--- config.mk ---
export PLATFORM = sky130hd
export DESIGN_NAME = scoreboard_hazard_unit
export DESIGN_NICKNAME = d
export VERILOG_FILES = /design/src/rtl/scoreboard_hazard_unit.sv
export SDC_FILE = /design/constraint.sdc
export NUM_CORES = 1
export LEC_CHECK = 0
export CORE_UTILIZATION = 65
export CTS_CLUSTER_SIZE = 20
export DETAILED_ROUTE_END_ITERATION = 16
export PLACE_DENSITY_LB_ADDON = 0.08
export SLEW_MARGIN = 20
export SYNTH_ARGS = -nofsm -noshare
export SYNTH_HDL_FRONTEND = slang
export SYNTH_SLANG_ARGS = --single-unit
--- constraint.sdc ---
create_clock -name clk -period 7.05 [get_ports clk]
set_clock_uncertainty 0.05 [all_clocks]
set_input_delay 2.115 -clock clk [delete_from_list [all_inputs] [get_ports clk]]
set_output_delay 2.115 -clock clk [all_outputs]
set_load 0.005 [all_outputs]
--- src/rtl/scoreboard_hazard_unit.sv ---
// Scoreboard-based hazard unit for the ID stage.
// Tracks pending results from multi-cycle / variable-latency producers per
// architectural register. It detects RAW and WAW hazards against that
// scoreboard and applies redirect flushes. It also keeps a saturating stall
// counter and a sticky deadlock watchdog.
module scoreboard_hazard_unit #(
  parameter int REG_ADDR_W    = 5,
  parameter int NUM_REGS      = 2 ** REG_ADDR_W,
  parameter int LAT_W         = 4,
  parameter int CNT_W         = 32,
  parameter int STALL_TIMEOUT = 64
) (
  input  logic                  clk,
  input  logic                  rst,
  // ID stage instruction
  input  logic                  id_valid,
  input  logic [REG_ADDR_W-1:0] id_rs1,
  input  logic [REG_ADDR_W-1:0] id_rs2,
  input  logic                  id_use_rs1,
  input  logic                  id_use_rs2,
  input  logic [REG_ADDR_W-1:0] id_rd,
  input  logic                  id_reg_write,
  input  logic [LAT_W-1:0]      id_lat,
  // long-latency writeback
  input  logic                  wb_clear_valid,
  input  logic [REG_ADDR_W-1:0] wb_clear_rd,
  // control-flow redirect from EX
  input  logic                  redirect,
  // pipeline control
  output logic                  pc_write,
  output logic                  if_id_write,
  output logic                  if_id_flush,
  output logic                  id_ex_flush,
  output logic                  stall,
  // status
  output logic [NUM_REGS-1:0]   busy_mask,
  output logic [CNT_W-1:0]      stall_count,
  output logic                  deadlock_err
);

  // Latency code meaning "unknown latency": only a writeback releases it.
  localparam logic [LAT_W-1:0] LAT_INF = '1;

  // Watchdog counter is wide enough to hold STALL_TIMEOUT itself.
  localparam int              WD_W   = $clog2(STALL_TIMEOUT + 1);
  localparam logic [WD_W-1:0] WD_MAX = WD_W'(STALL_TIMEOUT);

  // Pending bit per register, assembled from the per-entry generate blocks.
  logic [NUM_REGS-1:0] w_pending;

  // Hazard terms.
  logic w_busy_rs1;
  logic w_busy_rs2;
  logic w_busy_rd;
  logic w_raw;
  logic w_waw;
  logic w_stall;
  logic w_accept;

  // Performance counter and watchdog state.
  logic [CNT_W-1:0] r_stall_count;
  logic [WD_W-1:0]  r_wd_cnt;
  logic             r_deadlock;

  // Register 0 is hard-wired and never becomes pending.
  assign w_pending[0] = 1'b0;

  // A register is busy when pending, unless its writeback lands this very
  // cycle (the value then comes from the bypass path). x0 is never busy.
  assign w_busy_rs1 = (id_rs1 != '0) && w_pending[id_rs1] &&
                      !(wb_clear_valid && (wb_clear_rd == id_rs1));
  assign w_busy_rs2 = (id_rs2 != '0) && w_pending[id_rs2] &&
                      !(wb_clear_valid && (wb_clear_rd == id_rs2));
  assign w_busy_rd  = (id_rd  != '0) && w_pending[id_rd]  &&
                      !(wb_clear_valid && (wb_clear_rd == id_rd));

  assign w_raw = id_valid && ((id_use_rs1 && w_busy_rs1) ||
                              (id_use_rs2 && w_busy_rs2));
  assign w_waw = id_valid && id_reg_write && w_busy_rd;

  // A redirect squashes the ID instruction, so it never counts as a stall.
  assign w_stall = !redirect && (w_raw || w_waw);

  // Only instructions with a non-forwardable result that actually leave ID
  // are entered into the scoreboard.
  assign w_accept = id_valid && id_reg_write && (id_rd != '0) &&
                    (id_lat != '0) && !w_stall && !redirect;

  // Pipeline control: redirect first, then hazard stall, else free-running.
  always_comb begin
    pc_write    = 1'b1;
    if_id_write = 1'b1;
    if_id_flush = 1'b0;
    id_ex_flush = 1'b0;
    if (redirect) begin
      if_id_flush = 1'b1;
      id_ex_flush = 1'b1;
    end else if (w_raw || w_waw) begin
      pc_write    = 1'b0;
      if_id_write = 1'b0;
      id_ex_flush = 1'b1;
    end
  end

  assign stall = w_stall;

  // One scoreboard entry per architectural register (x0 excluded).
  for (genvar gi = 1; gi < NUM_REGS; gi++) begin : g_entry
    logic             r_pend;
    logic [LAT_W-1:0] r_cnt;
    logic             w_issue_hit;
    logic             w_clear_hit;

    assign w_issue_hit = w_accept && (id_rd == REG_ADDR_W'(gi));
    assign w_clear_hit = wb_clear_valid && (wb_clear_rd == REG_ADDR_W'(gi));

    // Entry update: new issue beats writeback, writeback beats countdown.
    always_ff @(posedge clk) begin
      if (rst) begin
        r_pend <= 1'b0;
        r_cnt  <= '0;
      end else if (w_issue_hit) begin
        r_pend <= 1'b1;
        r_cnt  <= id_lat;
      end else if (w_clear_hit) begin
        r_pend <= 1'b0;
        r_cnt  <= '0;
      end else if (r_pend && (r_cnt != LAT_INF)) begin
        if (r_cnt <= LAT_W'(1)) begin
          r_pend <= 1'b0;
          r_cnt  <= '0;
        end else begin
          r_cnt <= r_cnt - LAT_W'(1);
        end
      end
    end

    assign w_pending[gi] = r_pend;
  end

  assign busy_mask = w_pending;

  // Saturating count of all stalled cycles.
  always_ff @(posedge clk) begin
    if (rst) begin
      r_stall_count <= '0;
    end else if (w_stall && (r_stall_count != '1)) begin
      r_stall_count <= r_stall_count + CNT_W'(1);
    end
  end

  assign stall_count = r_stall_count;

  // Watchdog: count consecutive stalls and latch an error at the timeout.
  always_ff @(posedge clk) begin
    if (rst) begin
      r_wd_cnt   <= '0;
      r_deadlock <= 1'b0;
    end else if (w_stall) begin
      if (r_wd_cnt != WD_MAX) begin
        r_wd_cnt <= r_wd_cnt + WD_W'(1);
      end
      if (r_wd_cnt >= (WD_MAX - WD_W'(1))) begin
        r_deadlock <= 1'b1;
      end
    end else begin
      r_wd_cnt <= '0;
    end
  end

  assign deadlock_err = r_deadlock;

endmodule

==> results of run 1 <==
-- per-stage QoR --
step	power, mW	setup WS, ns	TNS, ns	cells
after global placement	1.40	0.104	0	2200
after floorplan	1.31	0.827	0	1926
after global routing	2.50	-0.00214	-0.00214	2233
final	2.43	0.0711	0	2233
after detailed placement	1.40	0.0253	0	2200
after CTS	2.42	0.00792	0	2232
-- critical path, delay by kind of cell --
| family | cells | cell delay [ns] |
|---|---|---|
| buffers and inverters | 4 | 1.31 |
| AOI/OAI and AO/OA | 4 | 0.80 |
| muxes | 2 | 0.58 |
-- registers in the layout, indices dropped and copies added (netlist names) --
signal and count:
stall_count 32, g_entry.r_pend 31, deadlock_err 1, r_wd_cnt 7, g_entry.r_cnt 124
-- placed cells by master (no fill, tap or decap), types with 39 or more instances in the layout --
cell type,netlist,routed
nor2_1,130,130
a311oi_1,39,39
buf_4,35,39
dfxtp_1,195,195
nand2b_1,56,56
nand3_1,137,137
o21ai_0,170,170
clkdlybuf4s50_1,0,97
a21oi_1,179,179
nand2_1,131,130
nor3_1,133,132
inv_1,96,96
ha_1,96,96
-- how the worst max path moves through the flow --
stage / start / to
global route: id_rd[1] / id_ex_flush
global placement: id_rs1[2] / id_ex_flush
finish: id_rs1[2] / id_ex_flush
detailed placement: id_rs2[0] / pc_write
CTS: id_rs2[0] / pc_write
floorplan: id_rs1[2] / id_ex_flush
-- cells by family (layout without fill, tap and decap cells) --
family	Yosys count	after routing	synth area share, %
compound gates	568	568	24.3
xor+xnor	21	21	1.27
fa+ha+maj	96	96	8.30
buf+inv	246	273	7.72
flops	195	195	27.0
mux	60	60	5.39
other cells	1	1	0.0259
simple gates	739	739	26.0
-- cell usage after synthesis, types with 9 or more instances --
cell type / number / share of area [%]
dfxtp_1: 195 / 27
a21oi_1: 179 / 6.2
o21ai_0: 170 / 5.9
nand3_1: 137 / 4.7
nor3_1: 133 / 4.6
nand2_1: 131 / 3.4
nor2_1: 130 / 3.4
ha_1: 96 / 8.3
inv_1: 96 / 2.5
clkbuf_1: 79 / 2.0
nand2b_1: 56 / 2.4
a311oi_1: 39 / 2.4
buf_4: 35 / 1.8
a211oi_1: 34 / 1.8
nor2b_1: 34 / 1.5
a22oi_1: 25 / 1.3
mux2i_1: 25 / 1.7
mux2_2: 23 / 1.8
o31ai_1: 22 / 1.1
buf_2: 20 / 0.69
nand4_1: 15 / 0.65
nor4_1: 13 / 0.56
xnor2_1: 13 / 0.79
and3_1: 12 / 0.52
mux4_2: 12 / 1.9
o21a_1: 12 / 0.62
o2111ai_1: 11 / 0.67
or2_2: 11 / 0.48
or4_1: 11 / 0.57
buf_1: 10 / 0.26
o311ai_0: 10 / 0.61
o32ai_1: 10 / 0.61
a21o_1: 9 / 0.47
or3_1: 9 / 0.39
-- power by group through the flow --
stage	sequential, mW	clock, mW	combinational, mW
global route	1.11	1.09	0.294
finish	1.11	1.04	0.279
floorplan	1.13	0	0.179
detailed placement	1.13	0	0.267
CTS	1.11	1.05	0.269
global placement	1.13	0	0.264
-- cell type report --
class | count | area share, %
inverters | 97 | 2.26
repair buffers | 144 | 8.58
flip-flops and latches | 195 | 24.2
clock inverters | 14 | 1.28
multi-input cells | 1485 | 58.8
clock buffers | 18 | 2.66
well taps | 280 | 2.18
-- per-layer routing --
layer	global-route usage, %	share of wire, %	wire length [um]	vias to the layer above
li1	-	-	-	7026
met1	49.7	41	18000	7003
met2	59.7	45	19700	681
met3	7.47	9.6	4180	124
met4	14.5	3.5	1530	0
met5	0	0	0	-
-- repair_timing --
action / 4_1_cts / 5_1_grt
gates resized for setup: 0 / 7
setup endpoints to repair: 0 / 4
buffers inserted: 0 / 1
==> run summary, run 1 <==
Hold-fix buffers, CTS - 0
Crit path required time - 4.89 ns
CP startpoint kind - primary input
R2R cell count - 10
Hold path cells - 2
Floorplan row count - 54
CTS root buf - clkbuf_16
Asr flop ratio synth - 0%
CTS tree - built
Port Buffers - 100
Synthesis Warnings - 0
Num CTS Buffers - 17
# nets final - 2,068
Core Box Area - 21,800 sq um
Total Wirelength - 43.4 mm
Crit path arrival time - 4.81 ns
WS Path Type - primary input to output pin
Sequential fraction of the synthesis area - 27.0%
I/O pin cnt - 102
Flop pwr share - 45.6%
Internal power - 1.71 mW
Period utilization - 99.0%
Slowest library cell on the worst path - clkdlybuf4s50_1
Post-synth top flop - dfxtp_1
Clock-pin slew on the worst setup and hold paths - 0.08 ns
Reg2reg setup slack - 3.48 ns
Post-synthesis cell area - 14,500 sq um
Hold_ws - 0.448 ns
Crit-path max FO - 15
Layout cells sized above 1 - 7.32%
Clock group share of total power - 42.9%
Pre-antenna DRT Iters - 7
Sequential cell area - 3900 sq um
Global-route wire length before repair - 67.4 mm
Vias - 14,800
Total grt overflow - 0
Slowest cell delay on critical path - 0.50 ns
Die area - 22,900 sq um
Initial Util - 66.3%
Max_cap viols - 0
Fin. Hold Viols - 0
LEAKAGE - 5.56 nW
# DRC - 0
Outcome - finished clean
Slew @ Worst Pin - 1.19 ns
H-tree levels - 4
Die height - 151 um
Post-DR wirelength/cell - 19.4 um
Post-DP HPWL - 30.0 mm
Vias in the first global route - 12,900
Worst path cell trace - clkdlybuf4s50_1, buf_12, mux2i_1, mux4_2, a211oi_2, a22oi_2, o211ai_4, buf_6, a21o_1, clkdlybuf4s50_1
Worst hold start - deadlock_err
FF+latch count, synth - 195
Post-DP Area - 15,400 sq um
Final Core Density - 73.8%
RR Endpoint - g_entry[20].r_cnt[0]
Via density - 6.64
Maximum clock rate - 143 MHz
Iteration-0 DRC Markers - 1,347
Post-synthesis cell type count - 70
Post-layout instance area - 16,100 sq um
Setup Viol. Count Final - 0
Most used cell along the critical path - clkdlybuf4s50_1
Hold endpoint - deadlock_err
Clock Path Buffers - 2
Mapped Cells - 1,926
Combinational Power Share - 11.5%
Final Max Tran Viols - 0
Largest net degree at the start of global routing - 151
Pwr dens - 151 nW/um^2
Switching Power - 0.725 mW
Syn nets - 2,054
Crit path capture type - output pin
Multi-input gate area - 9470 sq um
Final ANT Viol Nets - 0
Worst skew pair latency - 0.45 ns
Max VDD drop - 0.152 mV
R2r startpoint - g_entry[25].r_pend
Post-Syn Area per Cell - 7.51 sq um
Sw frac - 29.8%
Placer Congestion - 0.979
Fillers - 1,826
Initial antenna violation count - 0
# diodes - 0
Horiz. Die Dim - 151 um
Min-Delay Path Class - flop to flop
Total GRT Usage - 37.5%
Clk sinks - 195
Number of flops mapped to enable cells by yosys - 0
Minimum clock period - 6.98 ns
Rel. slew slack - 19.6%
Area grow syn2layout - 11.3%
(Power assumes the default switching activity.)
==> run 2, diff against run 1 <==
- MAX_ROUTING_LAYER: unset -> met4
==> run summary, run 2 (synthesized netlist as in run 1, its figures left out) <==
CTS root buf - clkbuf_16
# DRC - 0 (unchanged)
Die area - 22,900 sq um (unchanged)
Via density - 6.60 (-0.69%)
Reg with most FFs - g_entry.r_cnt
LEAKAGE - 5.52 nW (-0.81%)
Combinational Power Share - 12.1% (+0.6 points)
Layout cells sized above 1 - 7.42% (+0.095 points)
Final Max Tran Viols - 0 (unchanged)
Min-Delay Path Class - flop to flop
CTS tree - built
Horiz. Die Dim - 151 um (unchanged)
Most frequent cells in the layout - 195 x dfxtp_1, 179 x a21oi_1, 170 x o21ai_0
Core Box Area - 21,800 sq um (unchanged)
Crit path arrival time - 4.84 ns (+0.03 ns)
Post-DP HPWL - 30.2 mm (+0.70%)
Die height - 151 um (unchanged)
Setup Viol. Count Final - 0 (unchanged)
Outcome - finished clean
Most used cell along the critical path - clkdlybuf4s50_1
Port Buffers - 100 (unchanged)
Max reg flops - 124 (unchanged)
Post-layout instance area - 16,000 sq um (-0.54%)
Crit-path max FO - 15 (unchanged)
Overall Power - 2.31 mW (-4.9%)
Placer Congestion - 1.02 (+3.8%)
Minimum clock period - 7.01 ns (+0.0296 ns)
Switching Power - 0.669 mW (-7.7%)
Clock Path Buffers - 2 (unchanged)
Final Non-Filler Cells - 2,235 (+0.090%)
Iteration-0 DRC Markers - 1,403 (+4.2%)
Largest net degree at the start of global routing - 132 (-13%)
Total GRT Usage - 38.1% (+0.59 points)
WS Path Type - primary input to output pin
Reg2reg setup slack - 3.51 ns (+0.03 ns)
Most common cell after layout, fill and taps aside - dfxtp_1
Maximum clock rate - 143 MHz (-0.42%)
Floorplan row count - 54 (unchanged)
Pwr dens - 144 nW/um^2 (-4.3%)
Post-DP Area - 15,500 sq um (+0.11%)
Flop pwr share - 47.9% (+2.3 points)
Crit path capture type - output pin
Inst Count DP - 2,204 (+0.18%)
Rel. slew slack - 25.0% (+5.4 points)
Total grt overflow - 0 (unchanged)
Post-CTS Setup Repair Bufs - 0 (unchanged)
Initial Util - 66.3% (unchanged)
Internal power - 1.64 mW (-3.6%)
Slowest library cell on the worst path - clkdlybuf4s50_1
Setup TNS - 0 ns (unchanged)
Clock group share of total power - 40.0% (-2.9 points)
H-tree levels - 4 (unchanged)
Sw frac - 28.9% (-0.89 points)
Post-DR wirelength/cell - 19.3 um (-0.70%)
Hold-fix buffers, CTS - 0 (unchanged)
RSZ-0062 raised after global routing - no
# nets final - 2,071 (+0.15%)
Worst skew pair latency - 0.44 ns (about the same)
Vias in the first global route - 12,700 (-1.1%)
Fin. Hold Viols - 0 (unchanged)
Slew @ Worst Pin - 1.11 ns (-0.0793 ns)
Pre-antenna DRT Iters - 6 (-1)
Global-route wire length before repair - 65.9 mm (-2.2%)
# diodes - 0 (unchanged)
Max_cap viols - 0 (unchanged)
Area grow syn2layout - 10.7%
CP startpoint kind - primary input
Vias - 14,700 (-0.60%)
Clk sinks - 195 (unchanged)
Crit path required time - 4.89 ns (about the same)
Num CTS Buffers - 17 (unchanged)
Total Wirelength - 43.1 mm (-0.61%)
Period utilization - 99.4% (+0.42 points)
I/O pin cnt - 102 (unchanged)
Initial antenna violation count - 0 (unchanged)
Worst path cell trace - clkdlybuf4s50_1, buf_12, mux2i_1, mux4_2, a211oi_2, a22oi_2, o211ai_4, buf_6, a21o_1, clkdlybuf4s50_1
Final ANT Viol Nets - 0 (unchanged)
Max VDD drop - 0.140 mV (-8.0%)
Slowest cell delay on critical path - 0.52 ns (+0.02 ns)
Clock-pin slew on the worst setup and hold paths - 0.07 ns (about the same)
==> run 2: cell count changes in the layout (fill, tap and decap cells not counted), moves of 2 or more <==
| cell | before | now |
|---|---|---|
| clkinv_8 | 6 | 0 |
| buf_4 | 39 | 43 |
| clkinvlp_4 | 0 | 4 |
| clkinv_2 | 0 | 2 |
| clkinv_4 | 2 | 0 |
| inv_12 | 2 | 0 |
| inv_6 | 2 | 4 |
==> run 2: layout make-up <==
cell class	instances	area, sq um
inverters	97	364
clock inverters	12	97.6
fillers	1797	5800
well taps	280	350
repair buffers	147	1390
multi-input cells	1485	9480
clock buffers	19	433
flip-flops and latches	195	3900
==> run 2: path summary, 6_finish.rpt <==
kind	startpoint	end	cells past startpoint
min	deadlock_err	deadlock_err	2
max	id_rs1[2]	id_ex_flush	10
max reg2reg	g_entry[22].r_pend	g_entry[8].r_cnt[0]	9
min reg2reg	deadlock_err	deadlock_err	2
==> run 2: critical path, delay by kind of cell <==
kind	cells	cell delay (ns)
compound gates	4	0.78
buf+inv	4	1.36
mux	2	0.58
==> run 2: per-layer routing <==
layer	part of all wire [%]	vias up	track usage, %
li1	-	7041	-
met1	42	6918	49.8
met2	45	683	58.8
met3	9.4	103	6.54
met4	3.5	0	14.4
met5	0	-	-
==> run 2: stage by stage <==
step                      worst slack [ns]  hold WS, ns  util (%)
after global placement              0.0203        0.432      70.8
after detailed placement            0.0229        0.438      70.8
after global routing              0.000304        0.491      73.4
after CTS                          0.00126        0.451      73.3
final                               0.0416        0.442      73.4
after floorplan                      0.827        0.411         -
==> run 2: power groups by stage <==
stage,Combinational [mW],Clock (mW),Sequential [mW]
after floorplan,0.179,0,1.13
after global placement,0.265,0,1.13
after detailed placement,0.268,0,1.13
after CTS,0.270,0.926,1.11
after global routing,0.295,0.970,1.11
final,0.279,0.926,1.11
==> run 2: repair_timing <==
| item | 4_1_cts | 5_1_grt |
|---|---|---|
| setup endpoints to repair | 0 | 3 |
| hold endpoints to repair | 0 | 0 |
| gates resized for setup | 0 | 7 |
